## src/rtl/alu_requester_if.sv

```systemverilog
// Shared ALU types, the ALU file interface, and the request/response
// interface for alu_requester.

package alu_pkg;
  typedef logic [31:0] word_t;

  typedef enum logic [3:0] {
    ALU_SLL,
    ALU_SRL,
    ALU_ADD,
    ALU_SUB,
    ALU_AND,
    ALU_OR,
    ALU_XOR,
    ALU_NOR,
    ALU_SLT,
    ALU_SLTU
  } aluop_t;
endpackage

// Connection to the combinational ALU.
interface alu_file_if;
  import alu_pkg::*;
  word_t  porta;
  word_t  portb;
  aluop_t ALUOP;
  word_t  outport;
  logic   neg;
  logic   zero;
  logic   over;

  modport alu (input porta, portb, ALUOP, output outport, neg, zero, over);
  modport tb  (output porta, portb, ALUOP, input outport, neg, zero, over);
endinterface

// Request/response handshake bundle between a request source and alu_requester.
interface alu_requester_if #(
  parameter int TAG_W = 4
);
  import alu_pkg::*;
  logic             req_valid;
  logic             req_ready;
  aluop_t           req_op;
  word_t            req_a;
  word_t            req_b;
  logic [TAG_W-1:0] req_tag;
  logic             flush;
  logic             rsp_valid;
  logic             rsp_ready;
  word_t            rsp_result;
  logic             rsp_neg;
  logic             rsp_zero;
  logic             rsp_over;
  logic [TAG_W-1:0] rsp_tag;
  logic             busy;
  logic [15:0]      ops_done;
  logic [7:0]       over_cnt;

  modport master (
    output req_valid, req_op, req_a, req_b, req_tag, flush, rsp_ready,
    input  req_ready, rsp_valid, rsp_result, rsp_neg, rsp_zero, rsp_over,
           rsp_tag, busy, ops_done, over_cnt
  );
  modport slave (
    input  req_valid, req_op, req_a, req_b, req_tag, flush, rsp_ready,
    output req_ready, rsp_valid, rsp_result, rsp_neg, rsp_zero, rsp_over,
           rsp_tag, busy, ops_done, over_cnt
  );
endinterface

```

## src/rtl/alu_requester.sv

```systemverilog
// Sequential initiator for a combinational ALU: queues requests in a small
// FIFO, issues one per cycle from the head, and registers result, flags and
// tag into a single response stage with completion/overflow statistics.

module alu_requester #(
  parameter int DEPTH = 4,
  parameter int TAG_W = 4
) (
  input  logic           CLK,
  input  logic           RST,
  alu_file_if.tb         aluif,
  alu_requester_if.slave rq
);
  import alu_pkg::*;

  localparam int PTR_W = $clog2(DEPTH);
  localparam int CNT_W = PTR_W + 1;

  // Over-count saturates rather than wrapping.
  function automatic logic [7:0] sat_inc8(input logic [7:0] v);
    return (v == 8'hFF) ? v : v + 8'd1;
  endfunction

  aluop_t           op_mem_q  [DEPTH];
  word_t            a_mem_q   [DEPTH];
  word_t            b_mem_q   [DEPTH];
  logic [TAG_W-1:0] tag_mem_q [DEPTH];

  logic [PTR_W-1:0] wr_ptr_q, wr_ptr_d;
  logic [PTR_W-1:0] rd_ptr_q, rd_ptr_d;
  logic [CNT_W-1:0] cnt_q, cnt_d;

  logic             rsp_valid_q, rsp_valid_d;
  word_t            rsp_result_q, rsp_result_d;
  logic             rsp_neg_q, rsp_neg_d;
  logic             rsp_zero_q, rsp_zero_d;
  logic             rsp_over_q, rsp_over_d;
  logic [TAG_W-1:0] rsp_tag_q, rsp_tag_d;
  logic [15:0]      ops_done_q, ops_done_d;
  logic [7:0]       over_cnt_q, over_cnt_d;

  logic empty, full, push, issue, rsp_hs;

  assign empty  = (cnt_q == '0);
  assign full   = (cnt_q == CNT_W'(DEPTH));
  // Ready depends only on occupancy and flush, never on rsp_ready.
  assign rq.req_ready = !full && !rq.flush;
  assign push   = rq.req_valid && rq.req_ready;
  assign issue  = !empty && (!rsp_valid_q || rq.rsp_ready);
  assign rsp_hs = rsp_valid_q && rq.rsp_ready;

  // Head entry drives the ALU directly; idle inputs are zero.
  assign aluif.porta = empty ? '0 : a_mem_q[rd_ptr_q];
  assign aluif.portb = empty ? '0 : b_mem_q[rd_ptr_q];
  assign aluif.ALUOP = empty ? aluop_t'(4'd0) : op_mem_q[rd_ptr_q];

  assign rq.rsp_valid  = rsp_valid_q;
  assign rq.rsp_result = rsp_result_q;
  assign rq.rsp_neg    = rsp_neg_q;
  assign rq.rsp_zero   = rsp_zero_q;
  assign rq.rsp_over   = rsp_over_q;
  assign rq.rsp_tag    = rsp_tag_q;
  assign rq.busy       = !empty || rsp_valid_q;
  assign rq.ops_done   = ops_done_q;
  assign rq.over_cnt   = over_cnt_q;

  // Next-state for FIFO pointers, response stage and statistics.
  always_comb begin
    wr_ptr_d     = wr_ptr_q;
    rd_ptr_d     = rd_ptr_q;
    cnt_d        = cnt_q;
    rsp_valid_d  = rsp_valid_q;
    rsp_result_d = rsp_result_q;
    rsp_neg_d    = rsp_neg_q;
    rsp_zero_d   = rsp_zero_q;
    rsp_over_d   = rsp_over_q;
    rsp_tag_d    = rsp_tag_q;
    ops_done_d   = ops_done_q;
    over_cnt_d   = over_cnt_q;

    if (rq.flush) begin
      wr_ptr_d    = '0;
      rd_ptr_d    = '0;
      cnt_d       = '0;
      rsp_valid_d = 1'b0;
    end else begin
      if (push)  wr_ptr_d = wr_ptr_q + 1'b1;
      if (issue) rd_ptr_d = rd_ptr_q + 1'b1;
      cnt_d = cnt_q + CNT_W'(push) - CNT_W'(issue);
      if (issue) begin
        rsp_valid_d  = 1'b1;
        rsp_result_d = aluif.outport;
        rsp_neg_d    = aluif.neg;
        rsp_zero_d   = aluif.zero;
        rsp_over_d   = aluif.over;
        rsp_tag_d    = tag_mem_q[rd_ptr_q];
      end else if (rsp_hs) begin
        rsp_valid_d = 1'b0;
      end
    end

    // A handshake still counts in a flush cycle.
    if (rsp_hs) begin
      ops_done_d = ops_done_q + 16'd1;
      if (rsp_over_q) over_cnt_d = sat_inc8(over_cnt_q);
    end
  end

  // Control and response registers with synchronous reset.
  always_ff @(posedge CLK) begin
    if (RST) begin
      wr_ptr_q     <= '0;
      rd_ptr_q     <= '0;
      cnt_q        <= '0;
      rsp_valid_q  <= 1'b0;
      rsp_result_q <= '0;
      rsp_neg_q    <= 1'b0;
      rsp_zero_q   <= 1'b0;
      rsp_over_q   <= 1'b0;
      rsp_tag_q    <= '0;
      ops_done_q   <= '0;
      over_cnt_q   <= '0;
    end else begin
      wr_ptr_q     <= wr_ptr_d;
      rd_ptr_q     <= rd_ptr_d;
      cnt_q        <= cnt_d;
      rsp_valid_q  <= rsp_valid_d;
      rsp_result_q <= rsp_result_d;
      rsp_neg_q    <= rsp_neg_d;
      rsp_zero_q   <= rsp_zero_d;
      rsp_over_q   <= rsp_over_d;
      rsp_tag_q    <= rsp_tag_d;
      ops_done_q   <= ops_done_d;
      over_cnt_q   <= over_cnt_d;
    end
  end

  // FIFO storage; contents are qualified by the count, so no reset needed.
  always_ff @(posedge CLK) begin
    if (push && !RST) begin
      op_mem_q[wr_ptr_q]  <= rq.req_op;
      a_mem_q[wr_ptr_q]   <= rq.req_a;
      b_mem_q[wr_ptr_q]   <= rq.req_b;
      tag_mem_q[wr_ptr_q] <= rq.req_tag;
    end
  end
endmodule

```

## src/flat_wrapper.sv

```systemverilog
// flat-port wrapper written by rule: the top's interface ports become plain ports
module alu_requester_flat import alu_pkg::*;
#(
  parameter int DEPTH = 4,
  parameter int TAG_W = 4
)
  (CLK, RST, aluif_porta, aluif_portb, aluif_ALUOP, aluif_outport, aluif_neg, aluif_zero, aluif_over, rq_req_valid, rq_req_op, rq_req_a, rq_req_b, rq_req_tag, rq_flush, rq_rsp_ready, rq_req_ready, rq_rsp_valid, rq_rsp_result, rq_rsp_neg, rq_rsp_zero, rq_rsp_over, rq_rsp_tag, rq_busy, rq_ops_done, rq_over_cnt);
  alu_file_if aluif_i ();
  alu_requester_if #(.TAG_W(TAG_W)) rq_i ();
  input  logic CLK;
  input  logic RST;
  output wire logic [$bits(aluif_i.porta)-1:0] aluif_porta;
  output wire logic [$bits(aluif_i.portb)-1:0] aluif_portb;
  output wire logic [$bits(aluif_i.ALUOP)-1:0] aluif_ALUOP;
  input wire logic [$bits(aluif_i.outport)-1:0] aluif_outport;
  input wire logic [$bits(aluif_i.neg)-1:0] aluif_neg;
  input wire logic [$bits(aluif_i.zero)-1:0] aluif_zero;
  input wire logic [$bits(aluif_i.over)-1:0] aluif_over;
  input wire logic [$bits(rq_i.req_valid)-1:0] rq_req_valid;
  input wire logic [$bits(rq_i.req_op)-1:0] rq_req_op;
  input wire logic [$bits(rq_i.req_a)-1:0] rq_req_a;
  input wire logic [$bits(rq_i.req_b)-1:0] rq_req_b;
  input wire logic [$bits(rq_i.req_tag)-1:0] rq_req_tag;
  input wire logic [$bits(rq_i.flush)-1:0] rq_flush;
  input wire logic [$bits(rq_i.rsp_ready)-1:0] rq_rsp_ready;
  output wire logic [$bits(rq_i.req_ready)-1:0] rq_req_ready;
  output wire logic [$bits(rq_i.rsp_valid)-1:0] rq_rsp_valid;
  output wire logic [$bits(rq_i.rsp_result)-1:0] rq_rsp_result;
  output wire logic [$bits(rq_i.rsp_neg)-1:0] rq_rsp_neg;
  output wire logic [$bits(rq_i.rsp_zero)-1:0] rq_rsp_zero;
  output wire logic [$bits(rq_i.rsp_over)-1:0] rq_rsp_over;
  output wire logic [$bits(rq_i.rsp_tag)-1:0] rq_rsp_tag;
  output wire logic [$bits(rq_i.busy)-1:0] rq_busy;
  output wire logic [$bits(rq_i.ops_done)-1:0] rq_ops_done;
  output wire logic [$bits(rq_i.over_cnt)-1:0] rq_over_cnt;
  assign aluif_porta = aluif_i.porta;
  assign aluif_portb = aluif_i.portb;
  assign aluif_ALUOP = aluif_i.ALUOP;
  assign aluif_i.outport = aluif_outport;
  assign aluif_i.neg = aluif_neg;
  assign aluif_i.zero = aluif_zero;
  assign aluif_i.over = aluif_over;
  assign rq_i.req_valid = rq_req_valid;
  assign rq_i.req_op = rq_req_op;
  assign rq_i.req_a = rq_req_a;
  assign rq_i.req_b = rq_req_b;
  assign rq_i.req_tag = rq_req_tag;
  assign rq_i.flush = rq_flush;
  assign rq_i.rsp_ready = rq_rsp_ready;
  assign rq_req_ready = rq_i.req_ready;
  assign rq_rsp_valid = rq_i.rsp_valid;
  assign rq_rsp_result = rq_i.rsp_result;
  assign rq_rsp_neg = rq_i.rsp_neg;
  assign rq_rsp_zero = rq_i.rsp_zero;
  assign rq_rsp_over = rq_i.rsp_over;
  assign rq_rsp_tag = rq_i.rsp_tag;
  assign rq_busy = rq_i.busy;
  assign rq_ops_done = rq_i.ops_done;
  assign rq_over_cnt = rq_i.over_cnt;
  alu_requester #(.DEPTH(DEPTH), .TAG_W(TAG_W)) u_core (.CLK(CLK), .RST(RST), .aluif(aluif_i), .rq(rq_i));
endmodule
```

## config.mk

```make
export PLATFORM = sky130hd
export DESIGN_NAME = alu_requester_flat
export DESIGN_NICKNAME = d
export VERILOG_FILES = /design/src/rtl/alu_requester_if.sv /design/src/rtl/alu_requester.sv /design/src/flat_wrapper.sv
export SDC_FILE = /design/constraint.sdc
export NUM_CORES = 1
export LEC_CHECK = 0
export BUFFER_PORTS_ARGS = -buffer_cell sky130_fd_sc_hd__buf_4
export CAP_MARGIN = 5
export CORE_UTILIZATION = 50
export CTS_BUF_LIST = sky130_fd_sc_hd__clkbuf_4 sky130_fd_sc_hd__clkbuf_8
export DETAILED_ROUTE_END_ITERATION = 8
export GPL_ROUTABILITY_DRIVEN = 0
export PLACE_DENSITY_LB_ADDON = 0.05
export SETUP_SLACK_MARGIN = 0.3
export SYNTH_ARGS = -nofsm -noshare
export SYNTH_HDL_FRONTEND = slang
export SYNTH_SLANG_ARGS = --single-unit
```

## constraint.sdc

```tcl
create_clock -name CLK -period 4.7 [get_ports CLK]
set_input_delay 0.94 -clock CLK [delete_from_list [all_inputs] [get_ports CLK]]
set_output_delay 0.94 -clock CLK [all_outputs]
set_load 0.01 [all_outputs]
```

==> flow_metrics.tcl, run 1 <==
set metrics [dict create \
    yosys.area_share.simple_pct 8.66 \
    fin_setup_tns_ns 0 \
    nNetsFinal 1201 \
    multi_input_area_mm2 0.00349 \
    layout-drive-gt1-share_pct 38.8 \
    crit_type "reg2out" \
    post_cts_buffers 0 \
    wirelength_um 27000 \
    nFillCells 2043 \
    yosysWarnings 0 \
    synth-edff-count 288 \
    rows 60 \
    layout_common_cells "edfxtp_1, buf_4, nand2_1" \
    clk_latency_ns 0.59 \
    area_delta_synth_final_pct 23.6 \
    required_ns 3.76 \
    clock_path_buffers 3 \
    synth-xor-area-share_pct 1.21 \
    synth_top_family_by_area "multiplexers" \
    status "complete, no violations" \
    grt-ovfl-total 0 \
    core-area_mm2 0.0270 \
    yosys.area_share.adder_pct 0.870 \
    path_clk_slew_ns 0.06 \
    synth_mux_area_share_pct 12.3 \
    drt_iter0_markers 487 \
    synth_compound_area_share_pct 2.14 \
    drcViolationCount 0 \
    final_common_cell "edfxtp_1" \
    yosysSeqAreaShare_pct 73.2 \
    critPathMaxFanout 32 \
    slew-limit-headroom_pct 29.3 \
    synthDistinctLibCells 45 \
    port_buffers 245 \
    die_h_um 168 \
    cp-end-kind "output pin" \
    root_buffer "clkbuf_8" \
    synth_nets 925 \
    async_flop_share_pct 0 \
    cts_tree "done" \
    grt_max_degree 70 \
    grtUsageTotal_pct 19.2 \
    ff_latch_area_mm2 0.0101 \
    grt_antenna_before_repair 0 \
    min_period_over_period_pct 78.9 \
    die-area_mm2 0.0283 \
    cts_hold_buf 0 \
    cts_buffers 57 \
    fin_skew_ns 0.0248 \
    post-dp-hpwl_um 16200 \
    start_util_pct 51.1 \
    rsz0062_at_grt "no" \
    num_io_pins 246 \
    total_power_mw 8.59 \
    final_hold_viol_count 0 \
    max_freq_mhz 270 \
    postCtsResizedCells 0 \
    power.density_mw_per_mm2 503 \
    wl_per_cell_um 18.5 \
    die_w_um 168 \
    worstMarginPinSlew_ns 1.06 \
    grt_pass1_wl_um 41800 \
    synth.ff_latch_count 361 \
    cts_max_level 2 \
    synthCells 804 \
    ir_worst_vdd_v 0.000333 \
    start_kind "register" \
    cts_sinks 361 \
    drt_pass1_iterations 4 \
    synthFlopType "edfxtp_1" \
    ant_nets 0 \
    syn_area_per_cell_um2 17.2 \
    vias_per_cell 5.22 \
    hold_path.class "reg2reg" \
    setup_viol 0 \
    p_leak_nw 5.99 \
    synth_area_mm2 0.0138 \
    slew_violations 0 \
    arrival_ns 2.77 \
    grt_pass1_vias 7765 \
    period_needed_ns 3.71 \
    vias 7620 \
    maxCapViolCount 0 \
]
==> power by group <==
group          internal, mW  switching (mW)  leakage (nW)
clock                  1.28            1.14         0.543
combinational          1.16            1.27          2.26
sequential             3.60           0.148          3.19
==> worst max-delay path, stage by stage (launching register included) <==
cell and delay [ns]:
dfxtp_4 0.77, buf_4 0.51, mux4_2 0.55, nor2b_1 0.15, buf_4 0.17
==> sequential cells by signal (all words and copies together), names as in the netlist, named ones only <==
name and flops:
u_core.rq.over_cnt 8, u_core.rq.rsp_tag 4, u_core.b_mem_q 128, u_core.rq.rsp_valid 1, u_core.rq.ops_done 16, u_core.rq.rsp_zero 1, u_core.rq.rsp_neg 1, u_core.rd_ptr_q 2
u_core.a_mem_q 128, u_core.tag_mem_q 16, u_core.rq.rsp_result 32, u_core.cnt_q 3, u_core.op_mem_q 16, u_core.rq.rsp_over 1, u_core.wr_ptr_q 2
==> per-layer routing <==
metal,part of all wire (%),track usage [%],vias up
met4,1.7,5.42,0
met2,49,32.2,256
met1,41,24.1,3724
met3,8.5,6.16,48
met5,0,0,-
li1,-,-,3592
==> synth_stat cells (2+ instances only) <==
library cell	count	area [um^2]
edfxtp_1	288	8650
nand2_1	87	327
nor2b_1	74	463
dfxtp_1	73	1460
mux4_2	72	1620
a21oi_1	45	225
nor2_1	33	124
clkbuf_1	22	82.6
xnor2_1	15	131
buf_2	11	55.1
inv_1	10	37.5
ha_1	8	100
nand3_1	8	40.0
nor3_1	6	30.0
and2_1	4	25.0
buf_4	4	30.0
xor2_1	4	35.0
buf_1	3	11.3
or3_1	3	18.8
and3_1	2	12.5
mux2_2	2	22.5
mux2_4	2	30.0
mux2i_1	2	20.0
nand3_2	2	20.0
o21ai_0	2	10.0
o31ai_1	2	15.0
or4_1	2	15.0
==> cell families after synthesis <==
| family | Yosys count |
|---|---|
| XOR/XNOR | 19 |
| flip-flops | 361 |
| buffers and inverters | 51 |
| AND/OR/NAND/NOR | 233 |
| adder cells (fa/ha/maj) | 9 |
| AO/OA/AOI/OAI | 53 |
| multiplexers | 78 |
==> final cells by class <==
cell class	count	area share, %
clock inverter	19	0.520
clock buffer	78	5.52
timing repair buffer	258	11.5
inverter	10	0.220
multi-input combinational	392	20.5
tap	341	2.50
antenna	1	0.0147
sequential	361	59.3
==> per-stage QoR <==
step | utilization [%] | worst slack [ns] | area (um^2) | hold slack, ns | instances
global route | 63.2 | 0.769 | 17100 | 0.469 | 1459
detailed placement | 59.3 | 1.45 | 16000 | 0.448 | 1362
finish | 63.2 | 0.990 | 17100 | 0.452 | 1460
CTS | 63.2 | 0.871 | 17100 | 0.456 | 1459
global placement | 59.3 | 1.51 | 16000 | 0.443 | 1362
floorplan | - | 1.03 | 13800 | 0.481 | 804
==> final timing paths <==
path                                 start                       end  slack [ns]  depth (start not counted)
setup / recovery                  register            aluif_porta[9]        0.99                          4
hold / removal    u_core.rq.rsp_result[31]  u_core.rq.rsp_result[31]        0.45                          2
setup reg to reg           u_core.cnt_q[1]      u_core.a_mem_q[3][0]        2.04                          5
hold reg to reg   u_core.rq.rsp_result[31]  u_core.rq.rsp_result[31]        0.45                          2
Note: power is estimated with default switching activity, not from simulation.
==> inputs of run 2 (changes only) <==
==> constraint.sdc (replaced) <==
create_clock -name CLK -period 3 [get_ports CLK]
set_input_delay 0.6 -clock CLK [delete_from_list [all_inputs] [get_ports CLK]]
set_output_delay 0.6 -clock CLK [all_outputs]
set_load 0.01 [all_outputs]
==> flow_metrics.tcl, run 2 (synthesized netlist as in run 1, its figures left out) <==
set metrics [dict create \
    cts_tree "done" \
    setup_ws_ns 0.289 \
    slew_violations 0 \
    worstMarginPinSlew_ns 0.689 \
    post-dp-hpwl_um 16400 \
    cp-end-kind "output pin" \
    cts_max_level 2 \
    slew-limit-headroom_pct 54.1 \
    drcViolationCount 0 \
    period_needed_ns 2.71 \
    reg2regPathDepth 6 \
    r2r-start "u_core.cnt_q[1]" \
    vias 7744 \
    root_buffer "clkbuf_8" \
    max_freq_mhz 369 \
    nNetsFinal 1224 \
    setup_viol 0 \
    fin_skew_ns 0.0164 \
    start_kind "register" \
    layout_common_cells "edfxtp_1, buf_4, nand2_1" \
    critPathMaxFanout 7 \
    rrSetupSlack_ns 0.78 \
    final_common_cell "edfxtp_1" \
    rows 60 \
    grt_antenna_before_repair 0 \
    total_power_mw 14.2 \
    required_ns 2.40 \
    ir_worst_vdd_v 0.000946 \
    hold_path.class "in2reg" \
    port_buffers 245 \
    num_io_pins 246 \
    diodes 0 \
    grt_pass1_vias 8070 \
    rr_endpoint "u_core.b_mem_q[1][13]" \
    fin_setup_tns_ns 0 \
    path_clk_slew_ns 0.06 \
    grt-ovfl-total 0 \
    dp.cells 1372 \
    start_util_pct 51.1 \
    grt_max_degree 74 \
    p_leak_nw 6.28 \
    core-area_mm2 0.0270 \
    crit_type "reg2out" \
    grt_pass1_wl_um 43000 \
    status "complete, no violations" \
    power.density_mw_per_mm2 805 \
    min_period_over_period_pct 90.4 \
    dpl_worst_slack_ns 0.518 \
    ant_nets 0 \
    layout-drive-gt1-share_pct 41.1 \
    final_hold_viol_count 0 \
    die-area_mm2 0.0283 \
    fin_cells 1490 \
    die_h_um 168 \
    clk_latency_ns 0.57 \
    grtUsageTotal_pct 19.8 \
    cts_sinks 361 \
    arrival_ns 2.11 \
    wl_per_cell_um 18.5 \
    cts_buffers 58 \
    cts_hold_buf 0 \
    drt_pass1_iterations 4 \
    maxCapViolCount 0 \
    wirelength_um 27500 \
    final_util_pct 65.4 \
    clock_path_buffers 3 \
    area_delta_synth_final_pct 28.1 \
    drt_iter0_markers 589 \
    crit_path_end "aluif_porta[24]" \
    vias_per_cell 5.20 \
    die_w_um 168 \
    rsz0062_at_grt "yes" \
]
-- run 2: changes by cell type in the layout (fill, tap and decap cells not counted), moves of 2 or more --
| cell | before | now |
|---|---|---|
| clkbuf_4 | 21 | 24 |
| clkbuf_16 | 0 | 2 |
| buf_16 | 0 | 2 |
| clkbuf_8 | 57 | 61 |
| buf_6 | 0 | 8 |
| nor2b_4 | 0 | 6 |
| buf_4 | 256 | 253 |
| bufinv_16 | 0 | 2 |
| buf_12 | 2 | 13 |
| nor2b_1 | 74 | 67 |
-- run 2: through the flow --
step,cell area [um^2],hold slack [ns]
3_5_place_dp,16200,0.447
6_report,17700,0.227
4_1_cts,17600,0.173
3_3_place_gp,16200,0.443
2_1_floorplan,13800,0.481
5_1_grt,17700,0.184
-- run 2: area by class of cell --
cell class | count | area (um^2)
Sequential cell | 361 | 10100
Fill cell | 1981 | 9340
Multi-Input combinational cell | 392 | 3540
Timing Repair Buffer | 280 | 2400
Clock buffer | 85 | 1020
Tap cell | 341 | 427
Clock inverter | 21 | 143
Inverter | 10 | 37.5
-- run 2: worst max-delay path, stage by stage (launching register included) --
cell       delay (ns)
dfxtp_4          0.40
buf_12           0.17
clkbuf_16        0.18
mux4_2           0.50
nor2b_4          0.15
buf_6            0.14
-- run 2: report_power, final --
part | internal (mW) | total (mW) | switching, mW | leakage, nW
logic | 2.13 | 4.33 | 2.20 | 2.48
clock network | 2.34 | 4.14 | 1.80 | 0.611
registers | 5.64 | 5.78 | 0.138 | 3.19
-- run 2: worst min-delay path by stage --
stage / start / endpoint / cells past startpoint
after floorplan: u_core.rq.rsp_neg / u_core.rq.rsp_neg / 2
after global placement: u_core.rq.rsp_result[22] / u_core.rq.rsp_result[22] / 2
after detailed placement: u_core.rq.rsp_result[13] / u_core.rq.rsp_result[13] / 2
after CTS: rq_req_b[12] / u_core.b_mem_q[1][12] / 1
after global routing: rq_req_b[12] / u_core.b_mem_q[1][12] / 1
final: rq_req_a[30] / u_core.a_mem_q[2][30] / 1
-- run 2: metal layers --
layer / wire length, um / vias to the layer above / GRT usage (%)
li1: - / 3639 / -
met5: 0 / - / 0
met4: 477 / 0 / 5.69
met2: 13300 / 232 / 33.1
met1: 11700 / 3831 / 24.9
met3: 2110 / 42 / 6.37
-- run 2: what timing repair did --
action                                  4_1_cts  5_1_grt
buffers inserted                              8        0
gates cloned                                  2        2
pin swaps                                     0        0
endpoints found under the setup margin       59       63
gates resized for setup                       2       23
